$ cat src/rtl/lsu_pkg.sv
// Shared types and helpers for the load/store unit: access sizes, FSM
// states and the alignment rule used when a request is accepted.
package lsu_pkg;

  typedef enum logic [1:0] {
    SZ_BYTE = 2'd0,
    SZ_HALF = 2'd1,
    SZ_WORD = 2'd2,
    SZ_RSVD = 2'd3
  } size_e;

  typedef enum logic [1:0] {
    IDLE  = 2'd0,
    READ  = 2'd1,
    WRITE = 2'd2,
    RESP  = 2'd3
  } state_e;

  // A halfword must sit on an even address, a word on a multiple of four.
  // Bytes never misalign; the reserved size is rejected separately.
  function automatic logic is_misaligned(input size_e size, input logic [1:0] addr_lo);
    logic mis;
    mis = 1'b0;
    case (size)
      SZ_HALF: mis = addr_lo[0];
      SZ_WORD: mis = (addr_lo != 2'b00);
      default: mis = 1'b0;
    endcase
    return mis;
  endfunction

endpackage

$ cat src/rtl/load_store_unit_lane.sv
// Combinational lane logic: picks a byte/half out of a RAM word with sign or
// zero extension for loads, and merges sub-word store data into a word.
module lsu_lane
  import lsu_pkg::*;
(
  input  logic [31:0] word,
  input  logic [1:0]  lane,
  input  size_e       size,
  input  logic        zero_ext,
  input  logic [15:0] wdata,
  output logic [31:0] load_data,
  output logic [31:0] merged
);

  logic [7:0]         byte_sel;
  logic [15:0]        half_sel;
  logic signed [7:0]  byte_s;
  logic signed [15:0] half_s;

  // Little-endian lane select followed by extension to 32 bits.
  always_comb begin
    byte_sel = word[7:0];
    case (lane)
      2'd0: byte_sel = word[7:0];
      2'd1: byte_sel = word[15:8];
      2'd2: byte_sel = word[23:16];
      2'd3: byte_sel = word[31:24];
      default: byte_sel = word[7:0];
    endcase
    half_sel = lane[1] ? word[31:16] : word[15:0];
    byte_s   = signed'(byte_sel);
    half_s   = signed'(half_sel);
    load_data = word;
    case (size)
      SZ_BYTE: load_data = zero_ext ? {24'h0, byte_sel} : 32'(byte_s);
      SZ_HALF: load_data = zero_ext ? {16'h0, half_sel} : 32'(half_s);
      default: load_data = word;
    endcase
  end

  // Overlay the low byte or half of the store data onto the addressed lane.
  always_comb begin
    merged = word;
    case (size)
      SZ_BYTE: begin
        case (lane)
          2'd0: merged[7:0]   = wdata[7:0];
          2'd1: merged[15:8]  = wdata[7:0];
          2'd2: merged[23:16] = wdata[7:0];
          2'd3: merged[31:24] = wdata[7:0];
          default: merged = word;
        endcase
      end
      SZ_HALF: begin
        if (lane[1]) merged[31:16] = wdata;
        else         merged[15:0]  = wdata;
      end
      default: merged = word;
    endcase
  end

endmodule

$ cat src/rtl/load_store_unit.sv
// Load/store unit in front of a word-wide RAM. Aligns accesses, extracts and
// extends loaded lanes, performs read-modify-write for sub-word stores and
// reports misaligned, reserved-size and out-of-range accesses as faults.
module load_store_unit
  import lsu_pkg::*;
#(
  parameter int MEM_BYTES = 65536
) (
  input  logic        clk,
  input  logic        rst_n,
  input  logic        req_valid,
  output logic        req_ready,
  input  logic        req_write,
  input  logic [1:0]  req_size,
  input  logic        req_unsigned,
  input  logic [31:0] req_addr,
  input  logic [31:0] req_wdata,
  output logic        resp_valid,
  output logic [31:0] resp_rdata,
  output logic        resp_fault,
  output logic        ram_write_enable,
  output logic [31:0] ram_addr,
  output logic [31:0] ram_set_val,
  input  logic [31:0] ram_val
);

  // Plain-vector state encoding, values taken from the package enum.
  localparam logic [1:0] ST_IDLE  = IDLE;
  localparam logic [1:0] ST_READ  = READ;
  localparam logic [1:0] ST_WRITE = WRITE;
  localparam logic [1:0] ST_RESP  = RESP;

  logic [1:0]  state;
  logic [1:0]  state_nxt;

  // Request captured at acceptance. Only the state is reset: every output is
  // decoded from state, so these data registers never leak stale values.
  logic [31:0] addr_q;
  size_e       size_q;
  logic        write_q;
  logic        unsigned_q;
  logic [31:0] wdata_q;
  logic        fault_q;
  logic [31:0] word_q;
  logic [31:0] rdata_q;

  size_e       req_size_e;
  logic [31:0] req_aligned;
  logic        req_oor;
  logic        req_fault;
  logic        accept;

  logic [31:0] lane_load;
  logic [31:0] lane_merged;

  assign req_size_e  = size_e'(req_size);
  assign req_aligned = {req_addr[31:2], 2'b00};
  assign req_oor     = ({1'b0, req_aligned} >= 33'(MEM_BYTES));
  assign req_fault   = (req_size_e == SZ_RSVD)
                     || is_misaligned(req_size_e, req_addr[1:0])
                     || req_oor;
  assign accept      = (state == ST_IDLE) && req_valid;

  lsu_lane u_lane (
    .word      (ram_val),
    .lane      (addr_q[1:0]),
    .size      (size_q),
    .zero_ext  (unsigned_q),
    .wdata     (wdata_q[15:0]),
    .load_data (lane_load),
    .merged    (lane_merged)
  );

  // Next-state decode: faults skip memory, word stores skip the read.
  always_comb begin
    state_nxt = state;
    case (state)
      ST_IDLE: begin
        if (req_valid) begin
          if (req_fault)                              state_nxt = ST_RESP;
          else if (req_write && req_size_e == SZ_WORD) state_nxt = ST_WRITE;
          else                                        state_nxt = ST_READ;
        end
      end
      ST_READ:  state_nxt = write_q ? ST_WRITE : ST_RESP;
      ST_WRITE: state_nxt = ST_RESP;
      ST_RESP:  state_nxt = ST_IDLE;
      default:  state_nxt = ST_IDLE;
    endcase
  end

  // State register; async reset discards any in-flight request at once.
  always_ff @(posedge clk or negedge rst_n) begin
    if (!rst_n) state <= ST_IDLE;
    else        state <= state_nxt;
  end

  // Request capture on acceptance, then RAM word capture / merge in READ.
  always_ff @(posedge clk) begin
    if (accept) begin
      addr_q     <= req_addr;
      size_q     <= req_size_e;
      write_q    <= req_write;
      unsigned_q <= req_unsigned;
      wdata_q    <= req_wdata;
      fault_q    <= req_fault;
      rdata_q    <= '0;
    end else if (state == ST_READ) begin
      if (write_q) begin
        word_q  <= lane_merged;
      end else begin
        word_q  <= ram_val;
        rdata_q <= lane_load;
      end
    end
  end

  assign req_ready        = (state == ST_IDLE);
  assign resp_valid       = (state == ST_RESP);
  assign resp_rdata       = resp_valid ? rdata_q : '0;
  assign resp_fault       = resp_valid & fault_q;
  assign ram_write_enable = (state == ST_WRITE);
  assign ram_addr         = (state == ST_READ || state == ST_WRITE) ? {addr_q[31:2], 2'b00} : '0;
  assign ram_set_val      = (state == ST_WRITE) ? ((size_q == SZ_WORD) ? wdata_q : word_q) : '0;

endmodule

$ cat config.mk
export PLATFORM = sky130hd
export DESIGN_NAME = load_store_unit
export DESIGN_NICKNAME = d
export VERILOG_FILES = /design/src/rtl/lsu_pkg.sv /design/src/rtl/load_store_unit_lane.sv /design/src/rtl/load_store_unit.sv
export SDC_FILE = /design/constraint.sdc
export NUM_CORES = 1
export LEC_CHECK = 0
export ABC_CLOCK_PERIOD_IN_PS = 4500
export CAP_MARGIN = 10
export CORE_MARGIN = 8
export CORE_UTILIZATION = 30
export DETAILED_ROUTE_END_ITERATION = 7
export GPL_TIMING_DRIVEN = 1
export SLEW_MARGIN = 25
export SYNTH_ARGS = -nofsm -noshare
export SYNTH_HDL_FRONTEND = slang
export SYNTH_HIERARCHICAL = 1
export SYNTH_SLANG_ARGS = --single-unit
$ cat constraint.sdc
create_clock -name clk -period 4.5 [get_ports clk]
set_clock_uncertainty 0.05 [all_clocks]
set_input_delay 0.9 -clock clk [delete_from_list [all_inputs] [get_ports clk]]
set_output_delay 0.9 -clock clk [all_outputs]
set_load 0.03 [all_outputs]
==> results_dict.tcl, run 1 <==
set metrics [dict create \
    dieWidth_um 173 \
    die_h_um 173 \
    regToRegEndpoint "word_q[6]" \
    core_area_mm2 0.0242 \
    final_util_pct 42.0 \
    grt_setup_unrepaired "no" \
    num_vias 6020 \
    finalCritPeriodShare_pct 85.6 \
    timing.setup.tns_ps 0 \
    rr_startpoint "size_q[0]" \
    cts_made_buffers 17 \
    synthTopCellsByCount "153 x nand2_1, 101 x edfxtp_1, 65 x and2_1" \
    min-delay-start "rdata_q[4]" \
    cap_violations 0 \
    ys_seq_area_share_pct 50.5 \
    outcome "complete, no violations" \
    critPathCaptureType "output port" \
    yosys-top-cells-area "edfxtp_1 41%, dfxtp_1 8.7%, nand2_1 7.8%" \
    p_total_mw 6.07 \
    yosysWarnings 6 \
    setup-violations-final 0 \
    cts_resized 0 \
    io_pins 203 \
    max_freq_ghz 0.259 \
    crit_path_start_kind "flop" \
    min_to "rdata_q[4]" \
    path_cells "nor2b_2, buf_4, nand2_1, a21boi_0, clkdlybuf4s50_1" \
    synth_area_per_cell_um2 10.1 \
    clk_pin_slew_ps 60 \
    min_path_type "flop to flop" \
    die_area_mm2 0.0299 \
    track_usage_pct 15.7 \
    final_nets 1007 \
    fill_cells 2419 \
    yosysTopAreaCell "edfxtp_1" \
    clockBufferDepth 2 \
    placementRows 57 \
    fin_crit_ps 3850 \
    hpwlAfterDp_um 17300 \
    r2r_cells 5 \
    synth_top_area_share_pct 41.1 \
    ys_types 47 \
    drv_slew 0 \
    htreeDepth 4 \
    areaGrowthSynthToFinish_pct 38.1 \
    drive_gt1_share_pct 13.0 \
    cts_setup_buffers 0 \
    clkLatencyLatePin_ps 420 \
    initial_core_util_pct 30.4 \
    ff2ff_setup_slack_ps 1490 \
    antenna_found_initial 2 \
    antenna_left 0 \
    peakVddDrop_v 0.000311 \
    cts_tree "yes" \
    hold-path-cell-count 2 \
    clkSinkCount 135 \
    routed_wl_um 23500 \
    hold_violations 0 \
    ys_async_sr_fraction_pct 1.48 \
    hold_buffers 0 \
    grt_max_degree 59 \
    yosys.cell_count.top_type "nand2_1" \
    ys_seq_elements 135 \
    holdWs_ps 399 \
    via_per_inst 4.88 \
    drc 0 \
    grt_pass1_vias 6191 \
    overflow 0 \
    synth_edf_count 101 \
    routedWlPerCell_um 19.0 \
    slew_headroom_pct 44.6 \
    gp_congestion 0.877 \
    cts-root-buf "clkbuf_16" \
    p_leak_nw 3.59 \
    cp_slowest_cell "clkdlybuf4s50_1" \
    grt_pass1_wl_um 36900 \
    critical_path_class "flop to output port" \
    numPortBuffers 200 \
    ys.flop_type "edfxtp_1" \
    syn_inst 728 \
    worstPathRequired_ps 3550 \
    worst_slew_pin_slew_ps 831 \
    cp_max_fo 18 \
    syn_area_mm2 0.00737 \
    power_density_mw_per_mm2 596 \
    drt_iter0_drc 442 \
    worst_ep_arrival_time_ps 2900 \
    critPathMaxStageDelay_ps 740 \
    drt_pass1_iterations 7 \
]
[per-layer routing]
layer	wire length, um	part of all wire, %	track usage, %	up-vias
met4	289	1.2	4.38	2
met1	10700	46	20.2	2828
met3	2080	8.9	6.32	19
met2	10400	44	23.8	228
li1	-	-	-	2943
met5	13	0.055	0	-
[worst max path at each step]
stage | end | slack, ps | start
final | ram_set_val[14] | 650 | size_q[0]
after global routing | ram_set_val[29] | 410 | size_q[0]
after CTS | ram_set_val[29] | 580 | size_q[0]
after detailed placement | ram_set_val[29] | 1030 | size_q[0]
after global placement | ram_set_val[26] | 1100 | size_q[0]
after floorplan | ram_set_val[10] | 1640 | state[0]
[power breakdown]
group	internal, mW	switching, mW	total, mW
sequential	1.73	0.155	1.88
clock	0.872	0.541	1.41
combinational	1.13	1.64	2.77
total	3.74	2.33	6.07
[worst max-delay path, delay by kind of cell, from the launching register on]
| family | cells | cell delay (ps) |
|---|---|---|
| buf+inv | 2 | 1030 |
| simple gates | 2 | 620 |
| flops | 1 | 620 |
| compound gates | 1 | 220 |
[placed cells by master (no fill, tap or decap), types with 9 or more instances in the layout]
| master | count |
|---|---|
| nand2_1 | 153 |
| nor2_1 | 11 |
| inv_1 | 15 |
| mux2_2 | 49 |
| nor2b_1 | 12 |
| and2_1 | 64 |
| a21oi_1 | 39 |
| o22a_1 | 16 |
| nor3b_1 | 9 |
| clkbuf_16 | 20 |
| nand3_1 | 16 |
| buf_4 | 9 |
| edfxtp_1 | 101 |
| o221a_2 | 16 |
| o21ai_0 | 29 |
| clkdlybuf4s50_1 | 200 |
| dfxtp_1 | 32 |
| nor3_1 | 11 |
| a21boi_0 | 30 |
[final cells by class]
cell class | instances | area, um2 | area share [%]
Clock inverter | 10 | 86.3 | 0.848
Timing Repair Buffer | 210 | 2090 | 20.5
Tap cell | 324 | 405 | 3.98
Sequential cell | 135 | 3720 | 36.6
Multi-Input combinational cell | 517 | 3300 | 32.4
Antenna cell | 1 | 2.50 | 0.0246
Inverter | 15 | 56.3 | 0.553
Clock buffer | 22 | 518 | 5.09
[cell families (layout without fill, tap and decap cells)]
group	count (synthesis)	after routing	synth area share, %
buf+inv	77	257	5.07
compound gates	156	156	14.9
mux	51	51	7.92
flops	135	135	50.5
simple gates	300	300	20.2
other cells	1	3	0.0509
fa+ha+maj	8	8	1.36
[state kept, by name (all words and copies together), names as in the netlist]
name,cells
unsigned_q,1
word_q,32
size_q,2
fault_q,1
addr_q,32
rdata_q,32
wdata_q,32
state,2
write_q,1
[stage by stage]
stage          instance area [um2]  worst slack, ps  cells
3_3_place_gp                  9560             1100   1201
5_1_grt                      10200              405   1234
4_1_cts                      10200              577   1233
3_5_place_dp                  9570             1030   1201
2_1_floorplan                 7380             1640    729
6_report                     10200              646   1234
No activity file was read; power rests on OpenSTA's default activity.
==> run 2, diff against run 1 <==
GPL_TIMING_DRIVEN = unset   (was 1)
==> results of run 2 <==
The final DEF is identical to that of run 1; final timing and power are the same.
==> run 3, diff against run 2 <==
CORE_UTILIZATION = 50   (was 30)
PLACE_DENSITY = 0.83   (was unset)
==> run 3 against run 2 <==
  * Hold slack improved by 3.6 ps
  * Critical path depth rose by 1
  * Sequential share of layout area up 0.38 points
  * Maximum frequency grew 1.6%
  * Flip-flop and latch count stayed put
  * Register-to-register slack gained 210 ps
  * Wire length decreased by 7.4%
  * Clock power increased by 13%
  * Setup slack improved by 62 ps
  * Cell count down 12%
  * Via count rose by 3.8%
  * Non-clock buffer count fell by 1
  * Largest power group unchanged
==> results_dict.tcl, run 3 (synthesis results as in run 1) <==
set metrics [dict create \
    io_pins 203 \
    setup-violations-final 0 \
    timing.setup.tns_ps 0 \
    critical_path_class "flop to output port" \
    cp_common_cell "buf_4" \
    ff2ff_setup_slack_ps 1700 \
    insertedDiodeCount 0 \
    htreeDepth 4 \
    worstPathRequired_ps 3550 \
    peakVddDrop_v 0.000454 \
    die_area_mm2 0.0189 \
    via_per_inst 5.72 \
    drive_gt1_share_pct 12.7 \
    cp_max_fo 58 \
    crit_path_start_kind "flop" \
    clockBufferDepth 2 \
    antenna_found_initial 0 \
    placementRows 44 \
    layout_common_cells "200 x clkdlybuf4s50_1, 153 x nand2_1, 101 x edfxtp_1, 64 x and2_1, 49 x mux2_2" \
    min_path_type "flop to flop" \
    outcome "complete, no violations" \
    antenna_left 0 \
    drv_slew 0 \
    max_freq_ghz 0.264 \
    final_nets 1006 \
    clkSinkCount 135 \
    slew_headroom_pct 44.7 \
    initial_core_util_pct 50.9 \
    instances_no_fill 1092 \
    cap_violations 0 \
    clkLatencyLatePin_ps 420 \
    areaGrowthSynthToFinish_pct 36.7 \
    cts_made_buffers 17 \
    finalCritPeriodShare_pct 84.3 \
    power_density_mw_per_mm2 618 \
    core_area_mm2 0.0145 \
    routedWlPerCell_um 19.9 \
    hpwlAfterDp_um 15700 \
    hold_violations 0 \
    gp_congestion 0.917 \
    worstPathBufferInverterCount 3 \
    routed_wl_um 21700 \
    mostFrequentLayoutCell "clkdlybuf4s50_1" \
    grt_pass1_wl_um 33500 \
    grt_setup_unrepaired "no" \
    drc 0 \
    track_usage_pct 23.1 \
    final_util_pct 69.6 \
    num_vias 6247 \
    hold_buffers 0 \
    p_total_mw 6.23 \
    drt_iter0_drc 457 \
    numPortBuffers 200 \
    cts-root-buf "clkbuf_16" \
    drt_pass1_iterations 6 \
    critPathMaxStageDelay_ps 720 \
    grt_pass1_vias 6097 \
    overflow 0 \
    fin_crit_ps 3790 \
    grt_max_degree 60 \
    critical-path-top-delay-family "buffers and inverters" \
    critPathCaptureType "output port" \
    cts_tree "yes" \
    cts_setup_buffers 0 \
    die_h_um 137 \
    dp.cells 1060 \
    worst_ep_arrival_time_ps 2840 \
    dieWidth_um 137 \
    p_leak_nw 3.62 \
    worst_slew_pin_slew_ps 829 \
    cp_slowest_cell "clkdlybuf4s50_1" \
    clk_pin_slew_ps 60 \
    path_cells "buf_4, nor2b_2, buf_4, nand2_1, a21boi_0, clkdlybuf4s50_1" \
    cts_resized 0 \
]
[run 3: power by group]
part           total, mW  leakage (nW)  switching, mW  internal (mW)
clock network       1.59         0.334          0.525           1.06
registers           1.88          1.21          0.153           1.73
logic               2.76          2.07           1.63           1.13
total               6.23          3.62           2.31           3.92
[run 3: path summary, 6_finish.rpt]
check	cells after the start	startpoint	endpoint
max	6	size_q[1]	ram_set_val[31]
min	2	rdata_q[11]	rdata_q[11]
max reg2reg	6	addr_q[1]	rdata_q[16]
min reg2reg	2	rdata_q[11]	rdata_q[11]
max in group asynchronous	1	rst_n	state[0]
min in group asynchronous	1	rst_n	state[1]
[run 3: worst min-delay path, cell delays in order, from the launching register on]
cell and delay (ps):
dfxtp_1 300, nand2_1 50, a21oi_1 50
[run 3: layout make-up]
| type | instances | area [um2] |
|---|---|---|
| repair buffers | 209 | 2080 |
| clock inverters | 9 | 155 |
| well taps | 184 | 230 |
| multi-input cells | 517 | 3300 |
| fillers | 1082 | 4400 |
| flip-flops and latches | 135 | 3720 |
| inverters | 15 | 56.3 |
| clock buffers | 23 | 533 |
[run 3: metrics by stage]
stage | area, um2 | hold WS, ps | setup slack (ps)
3_5_place_dp | 9380 | 395 | 1210
2_1_floorplan | 7380 | 382 | 1640
4_1_cts | 10100 | 403 | 739
3_3_place_gp | 9380 | 390 | 1290
5_1_grt | 10100 | 419 | 545
6_report | 10100 | 402 | 707
[run 3: per-layer routing]
layer	part of all wire, %	track usage, %	vias to the layer above
met1	39	28.7	2942
met5	0	0	-
li1	-	-	2933
met3	12	8.97	42
met2	46	35.6	330
met4	2.5	8.93	0
